## config.mk

```make
export PLATFORM = sky130hd
export DESIGN_NAME = traffic_display
export DESIGN_NICKNAME = d
export VERILOG_FILES = /design/src/rtl/traffic_display.sv
export SDC_FILE = /design/constraint.sdc
export NUM_CORES = 1
export LEC_CHECK = 0
export BUFFER_PORTS_ARGS = -buffer_cell sky130_fd_sc_hd__buf_2
export CAP_MARGIN = 25
export CORE_MARGIN = 2
export CORE_UTILIZATION = 25
export CTS_BUF_LIST = sky130_fd_sc_hd__clkbuf_4
export CTS_CLUSTER_DIAMETER = 30
export CTS_CLUSTER_SIZE = 12
export DETAILED_ROUTE_END_ITERATION = 7
export HOLD_SLACK_MARGIN = 0.06
export SLEW_MARGIN = 20
export SYNTH_ARGS = -nofsm -noshare
export SYNTH_HDL_FRONTEND = slang
export SYNTH_SLANG_ARGS = --single-unit
```

## constraint.sdc

```tcl
create_clock -name clk -period 1.82 [get_ports clk]
set_input_delay 0.455 -clock clk [delete_from_list [all_inputs] [get_ports clk]]
set_output_delay 0.455 -clock clk [all_outputs]
set_load 0.1 [all_outputs]
```

## src/rtl/traffic_display.sv

```systemverilog
`default_nettype none
// traffic_display: renders the controller's countdown on a 3-digit multiplexed
// 7-segment display plus lamp LEDs; binary-to-BCD is serial double-dabble.
module traffic_display #(
  parameter int SCAN_DIV = 1000
) (
  input  logic       clk,
  input  logic       rst_n,
  input  logic [7:0] timee,
  input  logic [1:0] light,
  output logic [6:0] seg,
  output logic [2:0] an,
  output logic       led_green,
  output logic       led_yellow,
  output logic       led_red,
  output logic       err
);

  localparam int         CW    = (SCAN_DIV > 1) ? $clog2(SCAN_DIV) : 1;
  localparam logic [6:0] SEG_E = 7'b1111001;

  typedef enum logic [1:0] {
    S_IDLE = 2'd0,
    S_CONV = 2'd1,
    S_LOAD = 2'd2
  } state_t;

  state_t      r_state, w_state_nxt;
  logic        r_init, w_init_nxt;
  logic [7:0]  r_last_val, w_last_nxt;
  logic [19:0] r_sh, w_sh_nxt, w_adj;
  logic [2:0]  r_cnt, w_cnt_nxt;
  logic [3:0]  r_hund, r_tens, r_ones;
  logic [3:0]  w_hund_nxt, w_tens_nxt, w_ones_nxt;
  logic [CW-1:0] r_scan;
  logic [1:0]  r_digit;
  logic        w_scan_wrap;
  logic [3:0]  w_dval;
  logic        w_blank;
  logic [6:0]  w_pat, w_seg_nxt;
  logic [2:0]  w_an_nxt;

  always_ff @(posedge clk or negedge rst_n) begin
    if (!rst_n) r_state <= S_IDLE;
    else        r_state <= w_state_nxt;
  end

  // Shift register layout: {hund[19:16], tens[15:12], ones[11:8], bin[7:0]}
  always_comb begin
    w_state_nxt = r_state;
    w_init_nxt  = r_init;
    w_last_nxt  = r_last_val;
    w_sh_nxt    = r_sh;
    w_cnt_nxt   = r_cnt;
    w_hund_nxt  = r_hund;
    w_tens_nxt  = r_tens;
    w_ones_nxt  = r_ones;
    w_adj       = r_sh;
    if (r_sh[11:8]  >= 4'd5) w_adj[11:8]  = r_sh[11:8]  + 4'd3;
    if (r_sh[15:12] >= 4'd5) w_adj[15:12] = r_sh[15:12] + 4'd3;
    if (r_sh[19:16] >= 4'd5) w_adj[19:16] = r_sh[19:16] + 4'd3;
    case (r_state)
      S_IDLE: begin
        if (r_init || (timee != r_last_val)) begin
          w_sh_nxt    = {12'd0, timee};
          w_last_nxt  = timee;
          w_init_nxt  = 1'b0;
          w_cnt_nxt   = 3'd0;
          w_state_nxt = S_CONV;
        end
      end
      S_CONV: begin
        w_sh_nxt  = w_adj << 1;
        w_cnt_nxt = r_cnt + 3'd1;
        if (r_cnt == 3'd7) w_state_nxt = S_LOAD;
      end
      S_LOAD: begin
        w_hund_nxt  = r_sh[19:16];
        w_tens_nxt  = r_sh[15:12];
        w_ones_nxt  = r_sh[11:8];
        w_state_nxt = S_IDLE;
      end
      default: w_state_nxt = S_IDLE;
    endcase
  end

  assign w_scan_wrap = (r_scan == CW'(SCAN_DIV - 1));

  always_comb begin
    w_dval   = r_ones;
    w_blank  = 1'b0;
    w_an_nxt = 3'b001;
    case (r_digit)
      2'd1: begin
        w_dval   = r_tens;
        w_blank  = (r_hund == 4'd0) && (r_tens == 4'd0);
        w_an_nxt = 3'b010;
      end
      2'd2: begin
        w_dval   = r_hund;
        w_blank  = (r_hund == 4'd0);
        w_an_nxt = 3'b100;
      end
      default: ;
    endcase
    case (w_dval)
      4'd0:    w_pat = 7'b0111111;
      4'd1:    w_pat = 7'b0000110;
      4'd2:    w_pat = 7'b1011011;
      4'd3:    w_pat = 7'b1001111;
      4'd4:    w_pat = 7'b1100110;
      4'd5:    w_pat = 7'b1101101;
      4'd6:    w_pat = 7'b1111101;
      4'd7:    w_pat = 7'b0000111;
      4'd8:    w_pat = 7'b1111111;
      4'd9:    w_pat = 7'b1101111;
      default: w_pat = 7'b0000000;
    endcase
    if (light == 2'b11)  w_seg_nxt = SEG_E;
    else if (w_blank)    w_seg_nxt = 7'b0000000;
    else                 w_seg_nxt = w_pat;
  end

  always_ff @(posedge clk or negedge rst_n) begin
    if (!rst_n) begin
      r_init     <= 1'b1;
      r_last_val <= '0;
      r_sh       <= '0;
      r_cnt      <= '0;
      r_hund     <= '0;
      r_tens     <= '0;
      r_ones     <= '0;
      r_scan     <= '0;
      r_digit    <= '0;
      seg        <= '0;
      an         <= '0;
      led_green  <= 1'b0;
      led_yellow <= 1'b0;
      led_red    <= 1'b0;
      err        <= 1'b0;
    end else begin
      r_init     <= w_init_nxt;
      r_last_val <= w_last_nxt;
      r_sh       <= w_sh_nxt;
      r_cnt      <= w_cnt_nxt;
      r_hund     <= w_hund_nxt;
      r_tens     <= w_tens_nxt;
      r_ones     <= w_ones_nxt;
      r_scan     <= w_scan_wrap ? '0 : r_scan + CW'(1);
      if (w_scan_wrap) r_digit <= (r_digit == 2'd2) ? 2'd0 : r_digit + 2'd1;
      // an and seg both derive from r_digit, so they always switch together
      seg        <= w_seg_nxt;
      an         <= w_an_nxt;
      led_green  <= (light == 2'b00);
      led_yellow <= (light == 2'b01);
      led_red    <= (light == 2'b10);
      err        <= (light == 2'b11);
    end
  end

endmodule
`default_nettype wire

```

==> Word level (Yosys, flattened, before mapping) <==
Memories as Yosys holds them, arrays and structs flattened.
Cells that the tools add are included.
{ "word_totals": {"out_inout_bits": 14, "inputBits": 12, "mem_count": 1, "romBits": 112, "regBits": 72} }
{ "memory_table": {"columns": ["memory", "depth", "word_bits", "read_ports", "rd_clocked_by_memory_dff", "wr", "line_no", "source"], "rows": [
  ["(name not given)", 16, 7, 1, 0, 0, "106", "case (w_dval)"]
]} }
{ "classes": {"muxes": 17, "addsub": 6, "reduce_logical": 10, "magnitude_cmp": 3, "eq_ne": 12} }
{ "op_table": {"columns": ["operator", "count"], "rows": [
  ["one-hot mux 20 bit (2 select lines)", 1],
  ["two-way mux 20 bit", 1],
  ["two-way mux 7 bit", 2],
  ["greater-or-equal comparator 4 x 3 -> 1 bit (second input constant)", 3],
  ["one-hot mux 3 bit (2 select lines)", 2],
  ["adder 10 x 1 -> 10 bit (second input constant)", 1],
  ["== test 10 bit (second input constant)", 1],
  ["two-way mux 10 bit", 1],
  ["adder 4 x 2 -> 4 bit (second input constant)", 2],
  ["== test 2 bit (second input constant)", 4],
  ["logical NOT 4 bit", 2],
  ["two-way mux 4 bit", 2],
  ["!= test 8 bit", 1],
  ["one-hot mux 4 bit (2 select lines)", 1],
  ["== test 2 x 1 -> 1 bit (second input constant)", 3],
  ["two-way mux 2 bit", 3],
  ["two-way mux 3 bit", 2],
  ["AND reduction 2 bit", 3],
  ["logical NOT 2 bit", 2],
  ["!= test 2 bit (second input constant)", 2],
  ["one-hot mux 2 bit (2 select lines)", 1],
  ["adder 3 x 1 -> 3 bit (second input constant)", 1],
  ["adder 3 x 2 -> 3 bit (second input constant)", 1],
  ["== test 3 bit (second input constant)", 1],
  ["5 further kinds", 5]
]} }

==> Logic depth before layout (Yosys ltp) <==
Gate-level depths: netlist of run 1.
{ "logic_depth": {"ltp_word": 5, "mapped_depth": 11, "mapped_depth_nobuf": 10} }

==> Worst setup path before layout of run 1 <==
Ideal clock, no wire load.
{ "synth_timing": {"path_type": "register to register", "start": "reg r_digit[0]", "end": "reg seg[5]", "path_slack_ns": -0.146, "setup_ns": 0.077, "arrival_ns": 1.888, "path_stages_with_launch": 11, "synth_period_minus_slack_ns": 1.966, "path_buffers": 1, "required_time_ns": 1.743, "path_cell_list": "dfrtp_1 inv_1 ha_1 clkbuf_1 inv_1 a21oi_1 inv_1 ha_1 nor2_1 nor2_1 a21oi_1"} }
{ "synth_between": {"elab_chain_cells": 5, "word_cells_on_any_way": 7} }
{ "synth_rtl": {"columns": ["item", "line_no", "source"], "rows": [
  ["start, declared", "36", "logic [1:0] r_digit;"],
  ["start signal, assigned", "150", "if (w_scan_wrap) r_digit <= (r_digit == 2'd2) ? 2'd0 : r_digit + 2'd1;"],
  ["== test 2 bit / == test 2 x 1 -> 1 bit (equally long branches)", "93", "case (r_digit)"],
  ["one-hot mux 4 bit (2 select lines)", "93", null],
  ["memory read (16 x 7 bit)", null, null],
  ["two-way mux 7 bit (*)", "120", "else if (w_blank) w_seg_nxt = 7'b0000000;"],
  ["two-way mux 7 bit (*)", "119", "if (light == 2'b11) w_seg_nxt = SEG_E;"],
  ["net w_seg_nxt[5]", "40", "logic [6:0] w_pat, w_seg_nxt;"],
  ["end signal, assigned", "152", "seg <= w_seg_nxt;"],
  ["end, declared", "11", "output logic [6:0] seg,"]
]} }
The timed path passes the listed nets; every way through them passes the cells marked *.
A chain may end at the register's enable or synchronous reset.

==> Worst setup path in the final report of run 1 <==
{ "layout_timing": {"start": "reg r_digit[1]", "end": "reg seg[0]"} }
Same word-level chain as after synthesis.

==> results.ini, run 1 <==
[drt]
num_vias=2328
finalWirelength_um=6337
drc=0
initialDrtViolationCount=138
dr.pass1.iters=4
drtAntennaViolNets=0
route.detailed.wl_per_inst_um=11.61
viasPerCell=4.264

[synth]
synth_xor_area_share_pct=5.025
synth_adder_area_share_pct=6.820
yosysSeqAreaShare_pct=51.72
synth-simple-area-share_pct=10.91
synth-async-reset-ratio_pct=100.0
ys_ff_latch=72
yosys_warnings=0
synth_mux_area_share_pct=8.686
avgSynthCellArea_um2=11.35
syn_inst=307
ys_types=43
synth_ff_type=dfrtp_1
synth_top_family_by_area=compound AO/OA/AOI/OAI gates
syn-cell-area_mm2=0.003486
synth_compound_area_share_pct=12.63
synth_nets=338
synth_edf_count=0

[sta]
tightest_slew_ps=486.1
slew_headroom_pct=67.59
min_period_over_period_pct=100.5
fmax_mhz=546.5
fin_crit_ps=1830
tns_ps=-10.67
maxSlewViolCount=0
fin_skew_ps=11.33
hold_viol_final=0
whs_ps=222.2
rsz0062_at_grt=yes
finalWorstSetupSlack_ps=-9.840
setup_viol=2

[power]
power.leakage_nw=1.903
p_sw_mw=2.727
ir_drop_mv=0.7953
pwr-share-comb_pct=46.3
power_frac_seq_pct=39.3
swShare_pct=41.51
powerDensity_mw_per_mm2=1554
cell_internal_pwr_mw=3.843
clkPwrFrac_pct=14.5

[cells_and_area]
final_cell_area_mm2=0.004228
antennaDiodeCount=0
nets=393
final_common_cell=dfrtp_1
most-common-layout-cells=dfrtp_1 (70), buf_2 (25), buf_4 (24)
drive_above_1_share_pct=32.51
syn_to_final_growth_pct=21.28

[floorplan]
ios=26
fp-row-count=43
die_x_um=122.1
start_util_pct=25.31
die_height_um=122.1
die_area_mm2=0.01490
coreArea_mm2=0.01377

[worst_setup_path]
cp_max_fo=5
cpMaxStageDelayCell=dfrtp_1
worst_setup_path_end_kind=flip-flop
crit_family=multiplexers
crit_top_cell=nor2_1
required_ps=2170
cp_data_arrival_time_ps=2180
path_class=reg2reg
cp_cell_sequence=inv_2 -> ha_4 -> buf_4 -> mux2i_4 -> buf_6 -> mux2i_1 -> nor2_1 -> nor2_1
slowest_delay_ps=440
path_buf_inv=3
start_kind=flip-flop

[grt]
grt_max_degree=43
grt_overflow=0
grt_usage_pct=9.432
antenna_found_initial=0
grt_pass1_vias=2377
grt_pass1_wl_um=11080

[placement]
place_area_mm2=0.003970
hpwlAfterDp_um=4545
place_congestion=0.7536
io_buffers=25

[clock_tree]
clk_pin_slew_ps=100
clk_latency_ps=420
clockRootBuffer=clkbuf_4
clk_path_buf_depth=2
cts_tree=done
cts_buffers=9
h-tree-depth=3
clock-sinks=72

[job]
maxCapViolations=0

[run_status]
status=finished, violations left
violations=setup timing

[worst_hold_path]
hp-class=in2reg

power by group through the flow:
stage / sequential (mW) / clock, mW / combinational, mW
floorplan: 3.03 / 0 / 1.85
global placement: 2.58 / 0 / 2.84
global route: 2.66 / 1.07 / 3.38
finish: 2.58 / 0.949 / 3.04
CTS: 2.58 / 0.989 / 2.99
detailed placement: 2.61 / 0 / 2.93
registers in the layout (all words and copies together) (netlist names):
signal and flops:
r_digit 2, r_hund 4, r_scan 10, seg 7, err 1, r_last_val 8, r_cnt 3, r_sh 20
r_init 1, led_red 1, r_ones 4, an 3, led_green 1, led_yellow 1, r_tens 4, r_state 2
worst reg2reg max path, cell delays in order (launching register included):
cell and delay [ps]:
dfrtp_1 440, inv_2 100, ha_4 320, buf_4 150
mux2i_4 280, buf_6 160, mux2i_1 180, nor2_1 60
nor2_1 90
path summary, 6_finish.rpt:
| kind | start | to | slack (ps) | depth (start not counted) |
|---|---|---|---|---|
| worst max-delay path | r_digit[1]$_DFFE_PN0N_ | seg[0]$_DFF_PN0_ | -10 | 8 |
| worst min-delay path | light[1] | led_green$_DFF_PN0_ | 220 | 2 |
| worst max register to register | r_digit[1]$_DFFE_PN0N_ | seg[0]$_DFF_PN0_ | -10 | 8 |
| worst min register to register | r_scan[0]$_DFF_PN0_ | r_scan[0]$_DFF_PN0_ | 460 | 1 |
| max in group asynchronous | rst_n | r_digit[0]$_DFFE_PN0N_ | 700 | 3 |
| min in group asynchronous | rst_n | r_sh[5]$_DFFE_PN0P_ | 520 | 2 |
kinds of logic after synthesis:
kind of cell | count (synthesis)
AOI/OAI and AO/OA | 65
DFF | 72
muxes | 27
buffers and inverters | 29
and+or+nand+nor | 75
xor gates and xnor gates | 20
adders and majority gates | 19
per-layer routing:
metal	routed length (um)	GRT usage [%]	share of wire, %	vias to the layer above
li1	-	-	-	1170
met1	2944	11.22	46	1109
met2	3015	15.85	48	42
met3	308	3.699	4.9	7
met4	68	2.586	1.1	0
met5	0	0	0	-
area by class of cell:
cell class | instances | area, um2
Clock buffer | 10 | 75.07
Multi-Input combinational cell | 206 | 1644
Sequential cell | 72 | 1804
Tap cell | 180 | 225.2
Timing Repair Buffer | 52 | 346.6
Inverter | 21 | 83.83
Clock inverter | 5 | 48.80
Fill cell | 1444 | 9545
synthesized netlist by cell type, types with 2 or more instances:
library cell,count,area [um2]
clkbuf_1,2,7.510
a22o_2,2,20.02
xnor2_1,11,96.34
nor2_1,25,93.84
nand3_1,5,25.02
a21o_1,3,22.52
nand2b_1,4,25.02
ha_1,19,237.7
o21ai_0,11,55.05
o22ai_1,7,43.79
nand2_1,21,78.83
dfrtp_1,71,1777
and2_1,2,12.51
a311oi_1,2,17.52
a21oi_1,21,105.1
nor3_1,2,10.01
buf_6,3,33.78
inv_1,21,78.83
nor4_1,3,18.77
mux2_2,23,259.0
a22o_1,11,96.34
nor2b_1,5,31.28
mux2i_1,3,30.03
a22oi_1,3,22.52
xor2_1,9,78.83
stage by stage:
step / util [%] / worst slack, ps / std cells / power, mW
detailed placement: 28.82 / -155.1 / 527 / 5.541
CTS: 30.23 / -7.688 / 546 / 6.557
global route: 30.70 / -113.9 / 546 / 7.109
global placement: 28.82 / -137.9 / 527 / 5.421
floorplan: - / 1.203 / 307 / 4.878
finish: 30.70 / -9.840 / 546 / 6.570
repair_timing:
| action | 4_1_cts | 5_1_grt |
|---|---|---|
| hold buffers | 1 | 0 |
| endpoints found under the setup margin | 19 | 29 |
| resized for setup | 9 | 17 |
| pin swaps | 5 | 6 |
| setup buffers | 3 | 0 |
| hold endpoints to repair | 18 | 0 |
| gates cloned | 0 | 0 |
Power figures use the tool's default switching activity.
==> run 2: changes to the inputs <==
CORE_MARGIN = not set   (was 2)
==> run 2 against run 1 <==
Net effect:
- the flow still finishes with violations (setup timing)
- register-to-register slack is essentially flat
- critical path depth grew 1
- clock power grew 3.5%
- first-iteration DRC count grew 36%
- critical endpoint is now seg[3]$_DFF_PN0_
- largest power group unchanged
- highest routed layer unchanged
==> results.ini, run 2 (synthesis results as in run 1) <==
[run_status]
violations=setup timing
status=finished, violations left

[sta]
fin_skew_ps=24.79  ; +13.46 ps
fin_crit_ps=1830  ; -0.1323 ps
min_period_over_period_pct=100.5  ; about the same
tns_ps=-10.12  ; +0.5527 ps
rsz0062_at_grt=yes
fmax_mhz=546.5  ; about the same
setup_viol=2  ; unchanged
finalWorstSetupSlack_ps=-9.708  ; +0.1323 ps
tightest_slew_ps=488.7  ; +2.566 ps
maxSlewViolCount=0  ; unchanged
slew_headroom_pct=67.42  ; -0.17 points
hold_viol_final=0  ; unchanged

[worst_setup_path]
cp_max_fo=5  ; unchanged
startpoint=r_digit[1]$_DFFE_PN0N_
rrSetupSlack_ps=-10  ; about the same
path_class=reg2reg
cp_cell_sequence=inv_2 -> ha_4 -> inv_2 -> nor2_1 -> a21oi_2 -> ha_1 -> mux2i_1 -> nor2_1 -> nor2_1
rr_worst_depth=9  ; +1
slowest_delay_ps=460  ; +20 ps
crit_end=seg[3]$_DFF_PN0_
worst_setup_path_end_kind=flip-flop
start_kind=flip-flop
cp_data_arrival_time_ps=2190  ; about the same
r2r_end=seg[3]$_DFF_PN0_
cpMaxStageDelayCell=dfrtp_2
crit-reg2reg-launch=r_digit[1]$_DFFE_PN0N_
required_ps=2180  ; about the same
crit_top_cell=nor2_1

[placement]
dp.cells=523  ; -0.76%
io_buffers=25  ; unchanged
hpwlAfterDp_um=4707  ; +3.6%
place_worst_setup_slack_ps=-182.1  ; -27.03 ps
place_congestion=0.7424  ; -1.5%

[cells_and_area]
most-common-layout-cells=dfrtp_1 (70), buf_4 (27), buf_2 (25)
final_common_cell=dfrtp_1
syn_to_final_growth_pct=25.31
fillers=1365  ; -5.5%
multi_input_area_mm2=0.001712  ; +4.1%
top_regs=r_sh x20, r_scan x10, r_last_val x8
register_area_mm2=0.001804  ; unchanged
nets=403  ; +2.5%
largest_reg_flops=20  ; unchanged
antennaDiodeCount=0  ; unchanged
drive_above_1_share_pct=34.22  ; +1.7 points
final_cells=553  ; +1.3%
largest-register=r_sh

[job]
maxCapViolations=0  ; unchanged

[grt]
antenna_found_initial=0  ; unchanged
grt_max_degree=35  ; -19%
grt_pass1_vias=2442  ; +2.7%
grt_overflow=0  ; unchanged
grt_pass1_wl_um=11180  ; +0.88%
grt_usage_pct=9.842  ; +0.41 points

[power]
ir_drop_mv=0.6592  ; -17%
powerDensity_mw_per_mm2=1568  ; +0.90%
total_power_mw=6.849  ; +4.2%
power.leakage_nw=1.979  ; +4.0%

[floorplan]
ios=26  ; unchanged
fp-row-count=42  ; -2.3%
die_height_um=120.1  ; -1.6%
start_util_pct=26.01  ; +0.70 points
die_area_mm2=0.01442  ; -3.2%
coreArea_mm2=0.01340  ; -2.7%
die_x_um=120.1  ; -1.6%

[drt]
initialDrtViolationCount=188  ; +36%
num_vias=2426  ; +4.2%
drtAntennaViolNets=0  ; unchanged
route.detailed.wl_per_inst_um=12.33  ; +6.3%
dr.pass1.iters=4  ; unchanged
finalWirelength_um=6820  ; +7.6%
viasPerCell=4.387  ; +2.9%
drc=0  ; unchanged

[clock_tree]
h-tree-depth=3  ; unchanged
clock-sinks=72  ; unchanged
clk_path_buf_depth=2  ; unchanged
cts_tree=done
clk_latency_ps=440  ; +20 ps
cts_buffers=9  ; unchanged
clockRootBuffer=clkbuf_4
clk_pin_slew_ps=110  ; about the same

[worst_hold_path]
hp-start=light[0]
hp-class=in2reg

run 2: layer usage:
| metal | vias up | GRT usage (%) | part of all wire [%] |
|---|---|---|---|
| met2 | 49 | 16.59 | 49 |
| met1 | 1170 | 11.49 | 46 |
| met3 | 12 | 3.470 | 4.1 |
| met5 | - | 0 | 0 |
| li1 | 1195 | - | - |
| met4 | 0 | 3.438 | 1.2 |
run 2: where the power goes:
part	internal, mW	total, mW	switching, mW
clock	0.437	0.982	0.545
sequential	2.14	2.56	0.421
combinational	1.42	3.31	1.89
run 2: what timing repair did:
| item | CTS | global route |
|---|---|---|
| cloned | 0 | 3 |
| pin swaps | 9 | 28 |
| resized for setup | 15 | 20 |
| endpoints found under the setup margin | 12 | 32 |
| hold buffers | 1 | 0 |
| endpoints found under the hold margin | 16 | 0 |
| setup buffers | 5 | 5 |
run 2: worst min path at each step:
stage | slack (ps) | to | cells past startpoint
finish | 210 | led_green$_DFF_PN0_ | 2
CTS | 180 | led_green$_DFF_PN0_ | 2
detailed placement | 450 | r_last_val[1]$_DFFE_PN0P_ | 1
global placement | 440 | r_last_val[0]$_DFFE_PN0P_ | 1
floorplan | 160 | an[0]$_DFF_PN0_ | 0
global route | 170 | led_green$_DFF_PN0_ | 2
run 2: final cells by class:
class	count	area share (%)
clock inverters	5	1.089
multi-input cells	209	39.19
flip-flops and latches	72	41.31
well taps	176	5.042
inverters	21	1.805
repair buffers	59	9.682
clock buffers	11	1.891
run 2: worst max-delay path, delay by kind of cell, from the launching register on:
kind                     cells  cell delay (ps)
adder cells (fa/ha/maj)      2              540
flip-flops                   1              460
AO/OA/AOI/OAI                1              230
buffers and inverters        2              190
AND/OR/NAND/NOR              3              190
multiplexers                 1              150
run 2: per-stage QoR:
| stage | util (%) | hold slack, ps | cell area [um2] |
|---|---|---|---|
| 2_1_floorplan | - | 159.4 | 3506 |
| 3_3_place_gp | 29.68 | 442.7 | 3978 |
| 3_5_place_dp | 29.68 | 446.7 | 3978 |
| 4_1_cts | 31.37 | 176.2 | 4204 |
| 5_1_grt | 32.60 | 168.0 | 4368 |
| 6_report | 32.60 | 210.2 | 4368 |
